**src/rtl/fault_batch_sequencer.sv**
```systemverilog
// Batch sequencer for a bit-parallel stuck-at fault simulator: drives exhaustive patterns, accumulates lane mismatches.
// Optional feature macro EARLY_DROP_EN: stop a batch as soon as every valid lane has been detected.
module fault_batch_sequencer #(
  parameter int unsigned LANES      = 8,
  parameter int unsigned NUM_FAULTS = 20,
  parameter int unsigned NUM_INPUTS = 5,
  parameter int unsigned DP_LAT     = 1
) (
  input  logic                            clk,
  input  logic                            rst_n,
  input  logic                            start,
  output logic                            busy,
  output logic                            done,
  output logic [NUM_INPUTS-1:0]           pat,
  output logic                            pat_valid,
  output logic [7:0]                      batch,
  input  logic [LANES-1:0]                resp,
  output logic                            det_we,
  output logic [7:0]                      det_addr,
  output logic [LANES-2:0]                det_mask,
  output logic [$clog2(NUM_FAULTS+1)-1:0] det_count
);

  localparam int unsigned FL = LANES - 1;
  localparam int unsigned NB = (NUM_FAULTS + FL - 1) / FL;
  localparam int unsigned CW = $clog2(NUM_FAULTS + 1);

  typedef enum logic [2:0] {S_IDLE, S_ISSUE, S_DRAIN, S_WRITE, S_DONE} state_t;

  state_t                r_state;
  state_t                w_state_nx;
  logic [NUM_INPUTS-1:0] r_pat;
  logic                  r_pat_valid;
  logic [7:0]            r_batch;
  logic [FL-1:0]         r_acc;
  logic [1:0]            r_drain;
  logic [2:0]            r_vpipe;
  logic                  r_busy;
  logic                  r_done;
  logic                  r_det_we;
  logic [7:0]            r_det_addr;
  logic [FL-1:0]         r_det_mask;
  logic [CW-1:0]         r_det_count;

  logic                  w_dvalid;
  logic [FL-1:0]         w_valid_mask;
  logic [FL-1:0]         w_acc_nx;
  logic                  w_last_batch;
  logic                  w_stop;
  logic [CW-1:0]         w_pop;

  // Response-valid strobe aligned to the datapath latency
  always_comb begin
    w_dvalid = r_vpipe[2];
    if (DP_LAT == 0)      w_dvalid = r_pat_valid;
    else if (DP_LAT == 1) w_dvalid = r_vpipe[0];
    else if (DP_LAT == 2) w_dvalid = r_vpipe[1];
  end

  // Lanes beyond the end of the fault list never count as detections
  always_comb begin
    w_valid_mask = '0;
    for (int unsigned k = 0; k < FL; k++)
      w_valid_mask[k] = ((32'(r_batch) * FL + k) < NUM_FAULTS);
  end

  always_comb begin
    w_acc_nx = r_acc;
    if (w_dvalid)
      w_acc_nx = r_acc | ((resp[LANES-1:1] ^ {FL{resp[0]}}) & w_valid_mask);
  end

  always_comb begin
    w_pop = '0;
    for (int unsigned k = 0; k < FL; k++)
      w_pop = w_pop + CW'(r_det_mask[k]);
  end

  assign w_last_batch = (r_batch == 8'(NB - 1));
`ifdef EARLY_DROP_EN
  assign w_stop = (&r_pat) || (w_acc_nx == w_valid_mask);
`else
  assign w_stop = &r_pat;
`endif

  always_ff @(posedge clk) begin
    if (!rst_n) r_state <= S_IDLE;
    else        r_state <= w_state_nx;
  end

  always_comb begin
    w_state_nx = r_state;
    case (r_state)
      S_IDLE:  if (start) w_state_nx = S_ISSUE;
      S_ISSUE: if (w_stop) w_state_nx = (DP_LAT == 0) ? S_WRITE : S_DRAIN;
      S_DRAIN: if (r_drain == 2'(DP_LAT - 1)) w_state_nx = S_WRITE;
      S_WRITE: w_state_nx = w_last_batch ? S_DONE : S_ISSUE;
      S_DONE:  w_state_nx = S_IDLE;
      default: w_state_nx = S_IDLE;
    endcase
  end

  // Registered outputs are decoded from the next state so they align with the state they describe
  always_ff @(posedge clk) begin
    if (!rst_n) begin
      r_pat       <= '0;
      r_pat_valid <= 1'b0;
      r_batch     <= '0;
      r_acc       <= '0;
      r_drain     <= '0;
      r_vpipe     <= '0;
      r_busy      <= 1'b0;
      r_done      <= 1'b0;
      r_det_we    <= 1'b0;
      r_det_addr  <= '0;
      r_det_mask  <= '0;
      r_det_count <= '0;
    end else begin
      r_vpipe     <= {r_vpipe[1:0], r_pat_valid};
      r_pat_valid <= (w_state_nx == S_ISSUE);
      r_busy      <= (w_state_nx == S_ISSUE) || (w_state_nx == S_DRAIN) || (w_state_nx == S_WRITE);
      r_done      <= (w_state_nx == S_DONE);
      r_det_we    <= (w_state_nx == S_WRITE);
      r_acc       <= w_acc_nx;
      case (r_state)
        S_IDLE: begin
          if (start) begin
            r_det_count <= '0;
            r_batch     <= '0;
            r_pat       <= '0;
            r_acc       <= '0;
          end
        end
        S_ISSUE: begin
          r_drain <= '0;
          if (w_state_nx == S_ISSUE) r_pat <= r_pat + 1'b1;
        end
        S_DRAIN: r_drain <= r_drain + 2'd1;
        S_WRITE: begin
          r_det_count <= r_det_count + w_pop;
          if (!w_last_batch) begin
            r_batch <= r_batch + 8'd1;
            r_pat   <= '0;
            r_acc   <= '0;
          end
        end
        default: ;
      endcase
      if (w_state_nx == S_WRITE) begin
        r_det_mask <= w_acc_nx;
        r_det_addr <= r_batch;
      end
    end
  end

  assign busy      = r_busy;
  assign done      = r_done;
  assign pat       = r_pat;
  assign pat_valid = r_pat_valid;
  assign batch     = r_batch;
  assign det_we    = r_det_we;
  assign det_addr  = r_det_addr;
  assign det_mask  = r_det_mask;
  assign det_count = r_det_count;

endmodule

```
**config.mk**
```make
export PLATFORM = sky130hd
export DESIGN_NAME = fault_batch_sequencer
export DESIGN_NICKNAME = d
export VERILOG_FILES = /design/src/rtl/fault_batch_sequencer.sv
export SDC_FILE = /design/constraint.sdc
export NUM_CORES = 1
export LEC_CHECK = 0
export CAP_MARGIN = 5
export CORE_AREA = 2 2 91 93
export DETAILED_ROUTE_END_ITERATION = 6
export DIE_AREA = 0 0 93 95
export GPL_TIMING_DRIVEN = 0
export PLACE_DENSITY = 0.71
export REMOVE_ABC_BUFFERS = 1
export SETUP_SLACK_MARGIN = 0.4
export SLEW_MARGIN = 20
export SYNTH_ARGS = -nofsm -noshare
export SYNTH_HDL_FRONTEND = slang
export SYNTH_SLANG_ARGS = --single-unit
```
**constraint.sdc**
```tcl
create_clock -name clk -period 10.5 [get_ports clk]
set_input_delay 1.575 -clock clk [delete_from_list [all_inputs] [get_ports clk]]
set_output_delay 1.575 -clock clk [all_outputs]
set_load 0.02 [all_outputs]
```
Word level (Yosys, flattened, before mapping):

Index checks and enable logic that the tools add are counted.

* $add $sub $neg: 16
* $mul: 1
* order comparisons: 7
* eq/ne operators: 11
* mux-type cells: 18
* bitwise gates (word level): 3
* reduce and logical (&&, ||, !) cells: 11

Operators with widths (count)
* $lt A12 B5 Y1 const B: 6
* $add A11 B3 Y12 const B: 3
* $add A11 B2 Y12 const B: 2
* $mux W7: 3
* $mux W8: 2
* $pmux W8 S2: 1
* $mux W5: 3
* $pmux W5 S3: 1
* $pmux W7 S2: 1
* $add A11 B1 Y12 const B: 1
* $eq A3 B2 Y1 const B: 4
* $mux W3: 4
* $pmux W3 S4: 1
* $lt A11 B5 Y1 const B: 1
* $mul A8 B3 Y11 const B: 1
* $add A5 B1 Y5: 2
* $pmux W5 S2: 1
* $add A8 B1 Y8 const B: 1
* $eq A8 B2 Y1 const B: 1
* $and A7 B7 Y7: 1
* $or A7 B7 Y7: 1
* $xor A7 B7 Y7: 1
* $eq A3 B1 Y1 const B: 2
* $ne A2 B2 Y1 const B: 3
* other kinds (18): 20

* flip-flop bits (word level): 50
* bits of input ports: 11
* output and inout bits: 37

Depth between registers and ports, before layout:

* depth after elaboration: 8
* depth in mapped cells: 13
* gate-level depth less buffers: 12

Least setup slack after synthesis:

Ideal clock, no wire load.

* path kind: reg2reg
* from: reg r_batch[2], in the netlist batch[2]
* to: reg r_acc[2]
* setup time: 0.065 ns
* arrival time: 3.552 ns
* path slack: 6.883 ns
* stages on the path, launching flop included: 12
* buffers on the path: 0
* path through: dfxtp_1 fa_1 ha_1 fa_1 a211oi_1 or3_1 nand2_1 or3_4 nor3_4 a32oi_1 o41ai_2 nor2b_1

* cells in the longest elaborated chain, start to end: 8
* elaborated cells on any way between the ends: 10

RTL lines
* start: declaration: RTL line 34 `logic [7:0] r_batch;`
* start signal: assignment: RTL line 142 `r_batch <= r_batch + 8'd1;`
* $mul A8 B3 Y11: RTL line 64 `w_valid_mask[k] = ((32'(r_batch) * FL + k) < NUM_FAULTS);`
* $add A11 B2 Y12: RTL line 64
* $lt A12 B5 Y1: RTL line 64
* $and A7 B7 Y7: RTL line 70 `w_acc_nx = r_acc | ((resp[LANES-1:1] ^ {FL{resp[0]}}) & w_valid_mask);`
* $or A7 B7 Y7: RTL line 70
* $mux W7: RTL line 69 `if (w_dvalid)`
* $mux W7, on equally long branches: RTL line 141, 127
* $pmux W7 S2 (*): RTL line 125 `case (r_state)`
* end signal: assignment: RTL line 124 `r_acc <= w_acc_nx;`
* end: declaration: RTL line 35 `logic [FL-1:0] r_acc;`

Every way passes the cells marked *; elsewhere a longest branch is shown, timed or not.
A chain may end at the register's enable or synchronous reset.

Worst setup path after layout:

* from: reg r_batch[0], in the netlist batch[0]
* to: reg r_acc[2]

Same word-level chain as after synthesis.

==> results summary <==
By area the synthesized netlist is led by sky130_fd_sc_hd__dfxtp_1, sky130_fd_sc_hd__ha_1, sky130_fd_sc_hd__fa_1. In this run the most critical hold path is launched from r_acc[5]$_SDFF_PN0_. The count of final max-slew check failures was 0.

The net switching fraction of the power is 0.223. The number of flip-flops and latches in the synthesized netlist is 50. The core box area is a little under 8000 µm². The critical path contains buffers and inverters numbering 0 combined. Dividing the synthesized area by the synthesized cell count gives between 8 and 9 µm².

The simple logic cell fraction of the synthesized area came out at 0.202. The fraction of the mapped netlist area in adder cells is 0.178. The number of nets in the finished design is 546.

The area fraction in compound gates after synthesis is 0.231. The post-synthesis cell area is 3810 µm². TritonCTS built the clock tree. For this run, the detailed router's first-pass iteration total came to 5.

For the final database, setup skew stands at about 0.0058 ns. Setup repair after global routing left no endpoint under its margin. Static timing analysis puts the maximum clock frequency at 216 MHz.

The final global-route overflow total came out at 0. The placed wire-length estimate after detailed placement is 6.70 mm. The internal power came out at 0.000276 W.

The commonest cells after synthesis are sky130_fd_sc_hd__dfxtp_1, sky130_fd_sc_hd__nand2_1, sky130_fd_sc_hd__ha_1, sky130_fd_sc_hd__nor2_1. The routed design could run at a clock period as short as 4.63 ns. For this run, the leading register cell type out of synthesis is sky130_fd_sc_hd__dfxtp_1. The run finished with clean final reports. The post-synthesis sequential area ratio came out at 0.263. The share of the synthesized area in the top cell type is 0.263. The clock insertion delay at the later pin of the skew report is 0.30 ns. 48 I/O pins were placed. The largest net degree at the start of global routing came out at 34. The summed negative setup slack over all endpoints is 0 ns. The data arrival time at the worst-slack endpoint is 4.86 ns. The share of total power in sequential cells came out at 0.546. Walking the worst path, the cells encountered are fa_1, ha_1, fa_1, xor2_1, nand3_1, nand3b_1, or3_4, nor3_4, a32oi_1, o41ai_2, nor2b_1. The worst setup path is launched from a flip-flop. The post-CTS resize count is 0.

The die width is 93 µm. Summing over every cut layer, the via total after detailed routing is 3,346. Summed over all layers, the routed wires come to ~9.1 mm. Measured against the total synthesized area, the mux share comes to 0.0108. After synthesis, the largest family of logic cells by area is compound AO/OA/AOI/OAI gates. Buffers added to address setup during post-CTS repair amount to 0.

The number of failing hold endpoints at the final stage came out at 0. Power spread over the standard cell area amounts to 80.5 nW/µm². For the worst setup path, the data required time is ~11 ns. The routed via count divided by cell count is about 5.6.

Across the run, the number of max-cap violations was 0. The library cell contributing the largest single delay on the critical path is sky130_fd_sc_hd__xor2_1. In this run the worst setup path begins at batch[0]$_SDFFE_PN0P_. In this run, post-CTS hold repair placed 0 buffers. The kind of end point of the critical path is a flip-flop.

The number of port buffers is 47. The floorplan step defined a die boundary enclosing 8840 µm². The worst setup path is of the reg2reg kind. The final hold slack came out at 0.472 ns. The routed length per placed instance is 15.2 µm.

For this run, the number of Yosys warnings is 0. The initial antenna violation count came out at 0. The level count of the clock H-tree came out at 2. The measured slew at the worst slew-check pin is 1.17 ns. The maximum fanout along the worst path is 16. In this run, synthesis inferred 0 flip-flops with an integrated enable. The tightest min-delay check is of the reg2reg type. For this run, the slowest stage of the critical path takes between 0.9 and 1 ns.

The number of routed nets with antenna violations is 0. The portion of the clock cycle consumed by the worst path in the final layout came out at 0.441. Of the total power, combinational logic draws 0.075. The area overhead of the layout relative to synthesis is 15.9%. The number of buffers on the longest clock path came out at 2.

The number of setup violations in the final report is 0. The post-detailed-route DRC marker count came out at 0. The most numerous cell type found on the critical path is sky130_fd_sc_hd__fa_1. The tree is rooted in a sky130_fd_sc_hd__clkbuf_8.

For this design the total switching power over the nets is 0.0000793 W. The clock net in this run drives a total of 50 sinks. The most common cell in the synthesized netlist is sky130_fd_sc_hd__dfxtp_1. Of the cells placed in the final design, the portion with a size suffix greater than 1 is 0.0450. The number of buffers inserted during clock tree synthesis is 5.

The number of different library cells used by synthesis comes to just under 60. The count of routing violations after the opening detailed-route iteration came out at 262. The floorplan row count is 33.

For this configuration, the core starts out at a cell density of 0.481. The number of standard cells after synthesis came out at ~460. At the end of routability-driven placement, the weighted congestion stood at between 1 and 1.5. After clock tree synthesis, the clock-pin slew on the worst setup and hold paths is around 0.090 ns. The worst-case IR drop observed on VDD is 0.0000665 V. The height of the die came out at 95 µm. Counting flops with an async set or reset pin after synthesis yields a share of 0.

The leakage component of the power came out at 1.78 nW. The worst pin sits at a relative slew slack of 0.215. Of all cell types, the one taking the most synthesized area is sky130_fd_sc_hd__dfxtp_1.

The number of antenna diodes in the final layout is 0. The overall fraction of global-route tracks in use is 0.210. The wire length of the first global-routing pass came out at 15.1 mm. On the critical path the largest part of the delay comes from simple AND/OR/NAND/NOR gates.

The via count of the first global-routing pass is 3,247. Of the total synthesized cell area, the portion taken by XOR and XNOR cells is 0.0621. The clock group share of total power came out at 0.378.

The worst register-to-register path begins at batch[0]$_SDFFE_PN0P_.
cell families (layout without fill, tap and decap cells):
family,count (synthesis),count (layout)
and+or+nand+nor,158,158
DFF,50,50
buffers and inverters,51,81
AOI/OAI and AO/OA,122,122
adders and majority gates,47,47
muxes,4,4
xor gates and xnor gates,27,27
power by group through the flow:
stage               Clock (W)  Combinational (W)  Sequential, W
floorplan                   0          0.0000133       0.000200
global placement            0          0.0000264       0.000198
detailed placement          0          0.0000268       0.000199
CTS                  0.000137          0.0000270       0.000194
global route         0.000145          0.0000293       0.000195
finish               0.000134          0.0000268       0.000194
worst register-to-register path, cell delays in order, from the launching register on:
cell and delay (ns):
sky130_fd_sc_hd__dfxtp_1 0.67, sky130_fd_sc_hd__fa_1 0.50, sky130_fd_sc_hd__ha_1 0.23, sky130_fd_sc_hd__fa_1 0.44
sky130_fd_sc_hd__xor2_1 0.95, sky130_fd_sc_hd__nand3_1 0.22, sky130_fd_sc_hd__nand3b_1 0.29, sky130_fd_sc_hd__or3_4 0.40
sky130_fd_sc_hd__nor3_4 0.13, sky130_fd_sc_hd__a32oi_1 0.10, sky130_fd_sc_hd__o41ai_2 0.45, sky130_fd_sc_hd__nor2b_1 0.19
stage by stage:
stage               total power, W  std cells   util  setup slack, ns  cell area [µm²]
floorplan                 0.000213        434      -             6.57             3700
global placement          0.000225        586  0.543             6.04             4300
detailed placement        0.000225        586  0.544             5.99             4310
CTS                       0.000358        594  0.557             5.95             4420
global route              0.000369        594  0.557             5.61             4420
finish                    0.000355        594  0.557             5.87             4420
cell type report:
class | instances | area, µm²
multi-input cells | 358 | 2610
clock buffers | 7 | 76.3
repair buffers | 47 | 470
well taps | 105 | 131
clock inverters | 1 | 30.0
fillers | 743 | 3510
flip-flops and latches | 50 | 1000
inverters | 26 | 97.6
routing by layer:
metal | vias to the layer above | GRT usage | wire [µm]
met5 | - | 0 | 0
met4 | 0 | 0.0625 | 148
met3 | 17 | 0.0311 | 402
met2 | 102 | 0.361 | 4420
met1 | 1556 | 0.274 | 4080
li1 | 1671 | - | -
final timing paths:
check                                            to  slack (ns)  depth (start not counted)
worst max-delay path            r_acc[2]$_SDFF_PN0_        5.87                         11
worst min-delay path            r_acc[5]$_SDFF_PN0_        0.47                          2
worst max register to register  r_acc[2]$_SDFF_PN0_        5.87                         11
worst min register to register  r_acc[5]$_SDFF_PN0_        0.47                          2
layout by cell type (no fill, tap or decap), types with 11 or more instances in the layout:
| cell | n |
|---|---|
| sky130_fd_sc_hd__nor3_1 | 11 |
| sky130_fd_sc_hd__nand2_1 | 49 |
| sky130_fd_sc_hd__a21oi_1 | 26 |
| sky130_fd_sc_hd__ha_1 | 35 |
| sky130_fd_sc_hd__inv_1 | 26 |
| sky130_fd_sc_hd__o21ai_0 | 19 |
| sky130_fd_sc_hd__clkdlybuf4s50_1 | 47 |
| sky130_fd_sc_hd__nor2_1 | 35 |
| sky130_fd_sc_hd__fa_1 | 12 |
| sky130_fd_sc_hd__xnor2_1 | 17 |
| sky130_fd_sc_hd__nand3_1 | 16 |
| sky130_fd_sc_hd__a21boi_0 | 16 |
| sky130_fd_sc_hd__dfxtp_1 | 50 |
registers in the layout, summed over array words and instances, names as in the netlist:
signal / cells
det_mask: 7
r_vpipe: 1
r_state: 3
r_drain: 2
det_addr: 8
busy: 1
det_count: 5
pat: 5
pat_valid: 1
det_we: 1
r_acc: 7
done: 1
batch: 8
No activity file was read; power rests on OpenSTA's default activity.
==> RTL change 1: new RTL, same flow settings <==
`DP_LAT`: 1 -> 0.
--- a/src/rtl/fault_batch_sequencer.sv
+++ b/src/rtl/fault_batch_sequencer.sv
@@ -6,3 +6,3 @@
   parameter int unsigned NUM_INPUTS = 5,
-  parameter int unsigned DP_LAT     = 1
+  parameter int unsigned DP_LAT     = 0
 ) (
Check against the original RTL: same outputs for any inputs over 10 cycles, from zero or initial values and one cycle with rst_n low; that may be too few to reach the edited logic, so the function may still have changed.
==> RTL change 1 against the unedited design <==
Synthesized area increased by 0.85%. Worst setup slack improved by 0.27 ns. Utilization up 0.69 points. Wire length grew 4.4%. Non-clock buffer count stayed put. Fmax increased by 6.2%. Power up 0.70%. Hold slack got worse by 0.0080 ns. Cell area grew 1.2%. Sequential cell count fell by 1. Critical path type unchanged. Highest routed layer unchanged.
==> RTL change 1: results (changes against the unedited design) <==
Status
The run finished with clean final reports.

GRT
The overall fraction of global-route tracks in use was 0.217 (+0.00770). The via count of the first global-routing pass was 3,276 (+0.89%). The global-route wire length before repair is 15,600 um (+3.6%). The number of antenna violations at the first check in global routing came to 0 (unchanged). The maximum number of pins on one net before global-route repair was 28 (-18%).

Hold path
In this run the worst hold path is classified as reg2reg.

Run
The number of maximum-capacitance constraint violations was 0 (unchanged).

Placement
The HPWL after detailed placement came to 7010 um (+4.7%). The count of input and output buffers is 47 (unchanged). The routability-driven placement congestion ratio is 0.906 (-11%). The post-place setup slack is 5.88 ns (-0.116 ns).

Synthesis
The fraction of synthesis flops using an asynchronous set or reset pin is 0 (unchanged). The share of synthesized area occupied by flip-flops and latches is 0.255 (-0.00743). The synthesis warning total is 0 (unchanged).

The unique cell type count in the Yosys netlist is 61 (+5.2%). By area the synthesized netlist is led by sky130_fd_sc_hd__dfxtp_1 (26%), sky130_fd_sc_hd__ha_1 (11%), sky130_fd_sc_hd__fa_1 (6.3%). By count the netlist is led by sky130_fd_sc_hd__dfxtp_1 (49), sky130_fd_sc_hd__nor2_1 (48), sky130_fd_sc_hd__nand2_1 (36). Among all flip-flop cells after synthesis, the most frequent one is sky130_fd_sc_hd__dfxtp_1.

Detailed routing
The routed length per instance is 15.8 um (+3.7%). The number of search-and-repair iterations in the first detailed-routing pass was 5 (unchanged). The DRC marker count from the first detailed-route iteration was 293 (+12%).

The number of vias per cell is 5.85 (+3.9%).

Cells and area
The layout net count was 550 (+0.73%). The filler cell count in the final layout is 748 (+0.67%). The count of inserted antenna diode cells was 0 (unchanged). The share of final-layout standard cells stronger than drive strength 1 is 0.0507 (+0.00572).

STA
The final worst clock skew is 0.0100 ns (+0.00419 ns). The actual slew at the worst max-slew pin is 1.01 ns (-0.159 ns).

Clocking
The cell chosen for the clock root is sky130_fd_sc_hd__clkbuf_8. The number of levels in the clock H-tree is 2 (unchanged). The post-cts resize count is 0 (unchanged). The number of setup buffers added after CTS is 0 (unchanged). The maximum root-to-sink buffer count was 2 (unchanged).

The clock insertion delay at the later pin of the skew report is 0.30 ns (about the same). The clock transition time at the flip-flop clock pins of the worst setup and hold paths is 0.09 ns (about the same). The number of buffers created by CTS is 5 (unchanged).

Critical path
The stage delay of the slowest cell on the critical path is 0.66 ns (-0.29 ns). The maximum net fanout on the critical path is 16 (unchanged). The standard cell with the maximum stage delay on the critical path is sky130_fd_sc_hd__dfxtp_1. The arrival time at the worst endpoint is 4.59 ns (-0.27 ns).

Power and ir drop
The leakage power figure came to 1.73 nW (-2.9%). The maximum vdd ir drop is 0.0000914 V (+38%).
RTL change 1: cell count changes after synthesis, sizes merged, moves of 7 or more:
cell,before,now
nor2,35,48
xor2,9,18
a21oi,26,36
o21ai,19,26
a21boi,16,3
nand2,49,37
RTL change 1: worst paths after layout:
kind,startpoint,endpoint,slack (ns),cells past startpoint
max,batch[0],r_acc[5],6.14,11
min,r_acc[6],r_acc[6],0.46,2
max reg2reg,batch[0],r_acc[5],6.14,11
min reg2reg,r_acc[6],r_acc[6],0.46,2
RTL change 1: power breakdown:
group / leakage (nW) / switching (mW) / internal (mW)
Sequential: 0.396 / 0.00258 / 0.188
Combinational: 1.28 / 0.0155 / 0.0120
Clock: 0.0585 / 0.0615 / 0.0777
Total: 1.73 / 0.0796 / 0.278
RTL change 1: stage by stage:
step                      instances  cell area, um^2  power [mW]  utilization
after CTS                       598             4460       0.362        0.562
after detailed placement        590             4340       0.223        0.548
after global routing            598             4470       0.372        0.564
after floorplan                 438             3730       0.210            -
final                           598             4470       0.358        0.564
after global placement          590             4340       0.222        0.547
RTL change 1: area by class of cell:
| type | count | area share |
|---|---|---|
| Clock buffer | 7 | 0.0193 |
| Tap cell | 105 | 0.0294 |
| Timing Repair Buffer | 47 | 0.105 |
| Sequential cell | 49 | 0.219 |
| Clock inverter | 1 | 0.00672 |
| Inverter | 25 | 0.0210 |
| Multi-Input combinational cell | 364 | 0.599 |
RTL change 1: worst max-delay path, delay by kind of cell, from the launching register on:
family | cells | cell delay [ns]
compound gates | 3 | 1.00
xor+xnor | 1 | 0.61
fa+ha+maj | 3 | 1.19
flops | 1 | 0.66
simple gates | 4 | 0.81
RTL change 1: cell families (layout without fill, tap and decap cells):
group | Yosys count | count (layout) | share of synthesized area
flip-flops | 49 | 49 | 0.255
buffers and inverters | 48 | 80 | 0.0524
AND/OR/NAND/NOR | 148 | 148 | 0.191
adder cells (fa/ha/maj) | 47 | 47 | 0.176
XOR/XNOR | 38 | 38 | 0.0935
multiplexers | 6 | 6 | 0.0163
AO/OA/AOI/OAI | 125 | 125 | 0.215
RTL change 1: routing by layer:
| layer | wire [um] | track usage | vias to the layer above |
|---|---|---|---|
| met3 | 661 | 0.0391 | 16 |
| met1 | 4420 | 0.302 | 1659 |
| li1 | - | - | 1699 |
| met5 | 0 | 0 | - |
| met2 | 4240 | 0.351 | 127 |
| met4 | 130 | 0.0551 | 0 |
==> RTL change 2: new RTL, config.mk and constraints unchanged <==
Made on the original files. Add an input register stage for `resp`; this delays it by one clock. The other inputs are not delayed to match.
--- a/src/rtl/fault_batch_sequencer.sv
+++ b/src/rtl/fault_batch_sequencer.sv
@@ -28,2 +28,8 @@
   typedef enum logic [2:0] {S_IDLE, S_ISSUE, S_DRAIN, S_WRITE, S_DONE} state_t;
+
+  logic [LANES-1:0] resp_q;
+
+  always_ff @(posedge clk) begin
+    resp_q <= resp;
+  end
 
@@ -69,3 +75,3 @@
     if (w_dvalid)
-      w_acc_nx = r_acc | ((resp[LANES-1:1] ^ {FL{resp[0]}}) & w_valid_mask);
+      w_acc_nx = r_acc | ((resp_q[LANES-1:1] ^ {FL{resp_q[0]}}) & w_valid_mask);
   end
Behaviour: same outputs for any inputs over 10 cycles, from zero or initial values and one cycle with rst_n low; that may be too few to reach the edited logic, so the function may still have changed.
==> RTL change 2 against the unedited design <==
Synthesized area grew 6.6%. Critical path type unchanged. Clock power up 57%. Global-route usage up 1.4 points. Worst setup slack better by 0.38 ns. Critical endpoint is now det_mask[2]. Sequential cell count is 8 higher. Sequential share of layout area increased by 1.6 points. Fmax rose by 8.9%. Sequential power grew 18%. Cell area up 8.5%. Via count is 6.7% higher. Wire length rose by 1.7%. Power increased by 30%. Largest power group unchanged. First-iteration DRC count shrank 43%.
==> RTL change 2: results (changes against the unedited design) <==
Detailed routing
The DRC marker count from the first detailed-route iteration was 149 (-43%). The number of search-and-repair iterations in the first detailed-routing pass is 5 (unchanged). The final wirelength was 9210 um (+1.7%). The number of vias per cell is 5.77 (+2.4%). The number of vias in the routed layout is 3,570 (+6.7%).

Placement
The routability-driven placement congestion ratio was 0.885 (-13%). The HPWL after detailed placement was 6910 um (+3.1%). The placed cell count is 604 (+3.1%). The count of input and output buffers is 47 (unchanged).

Critical path
The stage delay of the slowest cell on the critical path is 0.76 ns (-0.19 ns). The arrival time at the worst endpoint is 4.51 ns (-0.35 ns). The number of cells on the worst reg-to-reg path came to 10 (-1). The maximum net fanout on the critical path is 11 (-5). The standard cell with the maximum stage delay on the critical path is sky130_fd_sc_hd__xnor2_1. The kind of cell adding the most delay to the critical path is adder cells.

Power and ir drop
The maximum vdd ir drop is 0.0000911 V (+37%). The leakage power figure is 1.99 nW (+12%).

Cells and area
The area growth from synthesis to layout is 18.0%. The layout net count is 568 (+4.0%). The filler cell count in the final layout came to 730 (-1.7%). The count of inserted antenna diode cells is 0 (unchanged). The share of final-layout standard cells stronger than drive strength 1 is 0.0506 (+0.00559).

GRT
The overall fraction of global-route tracks in use came to 0.224 (+0.0142). The via count of the first global-routing pass was 3,363 (+3.6%). The number of antenna violations at the first check in global routing is 0 (unchanged). The maximum number of pins on one net before global-route repair came to 36 (+5.9%). The global-route wire length before repair is 15,900 um (+5.4%).

Synthesis
The mean cell area of the mapped netlist was 8.60 um^2 (+3.6%). The unique cell type count in the Yosys netlist is 66 (+14%). The synthesis warning total is 0 (unchanged). By area the synthesized netlist is led by sky130_fd_sc_hd__dfxtp_1 (29%), sky130_fd_sc_hd__ha_1 (11%), sky130_fd_sc_hd__fa_1 (5.9%). The share of synthesized area occupied by flip-flops and latches was 0.286 (+0.0233). Sorting the synthesized cells by how often they occur yields sky130_fd_sc_hd__dfxtp_1 (58), sky130_fd_sc_hd__nand2_1 (42), sky130_fd_sc_hd__nor2_1 (36).

STA
The number of setup violations in the final report is 0 (unchanged). The normalized max-slew margin was 0.382 (+0.167). The final worst clock skew is 0.0172 ns (+0.0114 ns).

Clocking
The number of levels in the clock H-tree came to 3 (+1). The number of buffers created by CTS is 9 (+4). The maximum root-to-sink buffer count is 2 (unchanged). The clock insertion delay at the later pin of the skew report came to 0.33 ns (+0.03 ns). The number of setup buffers added after CTS was 0 (unchanged). Clock-pin slew was measured on the worst setup and hold paths at ~0.080 ns.

Hold path
The instance count along the most critical hold path is 2 (unchanged). In this run the worst hold path is classified as reg2reg.

Status
The run finished with clean final reports.
[RTL change 2: cell types whose count changed after synthesis, moves of 6 or more]
cell and delta:
sky130_fd_sc_hd__nand2_1 -7, sky130_fd_sc_hd__a21oi_1 -6, sky130_fd_sc_hd__a22oi_1 +6, sky130_fd_sc_hd__dfxtp_1 +8, sky130_fd_sc_hd__nand3_1 -6, sky130_fd_sc_hd__clkbuf_1 -7, sky130_fd_sc_hd__a21boi_0 -8
[RTL change 2: power by group]
| part | switching [mW] | internal, mW | leakage (nW) |
|---|---|---|---|
| Clock | 0.0894 | 0.121 | 0.101 |
| Combinational | 0.0123 | 0.0122 | 1.42 |
| Sequential | 0.00356 | 0.224 | 0.472 |
| Total | 0.105 | 0.358 | 1.99 |
[RTL change 2: worst paths after layout]
path / startpoint / end / slack [ns]
max: batch[2] / det_mask[2] / 6.25
min: r_acc[6] / r_acc[6] / 0.45
max reg2reg: batch[2] / det_mask[2] / 6.25
min reg2reg: r_acc[6] / r_acc[6] / 0.45
[RTL change 2: worst register-to-register path, delay by kind of cell, from the launching register on]
kind	cells	cell delay (ns)
fa+ha+maj	3	1.24
xor+xnor	2	0.94
simple gates	3	0.90
flops	1	0.64
compound gates	2	0.45
[RTL change 2: routing by layer]
metal  global-route usage  wire [um]  vias up  part of all wire
met5                    0          0        -                 0
met4               0.0576         49        0            0.0053
met3               0.0383        354        5             0.038
met2                0.382       4480       96              0.49
met1                0.295       4330     1705              0.47
li1                     -          -     1764                 -
[RTL change 2: kinds of logic after synthesis]
logic type | count (synthesis) | share of synthesized area
and+or+nand+nor | 162 | 0.206
AOI/OAI and AO/OA | 121 | 0.209
DFF | 58 | 0.286
buffers and inverters | 47 | 0.0487
adders and majority gates | 47 | 0.167
xor gates and xnor gates | 31 | 0.0687
muxes | 6 | 0.0151
[RTL change 2: layout make-up]
cell class,count,area (um^2),share of cell area
repair buffers,47,465,0.0971
clock inverters,4,51.3,0.0107
clock buffers,11,151,0.0316
well taps,105,131,0.0274
flip-flops and latches,58,1160,0.242
multi-input cells,367,2730,0.570
inverters,27,101,0.0211
[RTL change 2: through the flow]
stage	power, mW	area (um^2)	setup WS (ns)	util
2_1_floorplan	0.246	3960	6.42	-
3_3_place_gp	0.257	4570	5.95	0.576
3_5_place_dp	0.258	4590	6.16	0.579
4_1_cts	0.469	4790	6.14	0.604
5_1_grt	0.482	4790	5.98	0.604
6_report	0.463	4790	6.25	0.604
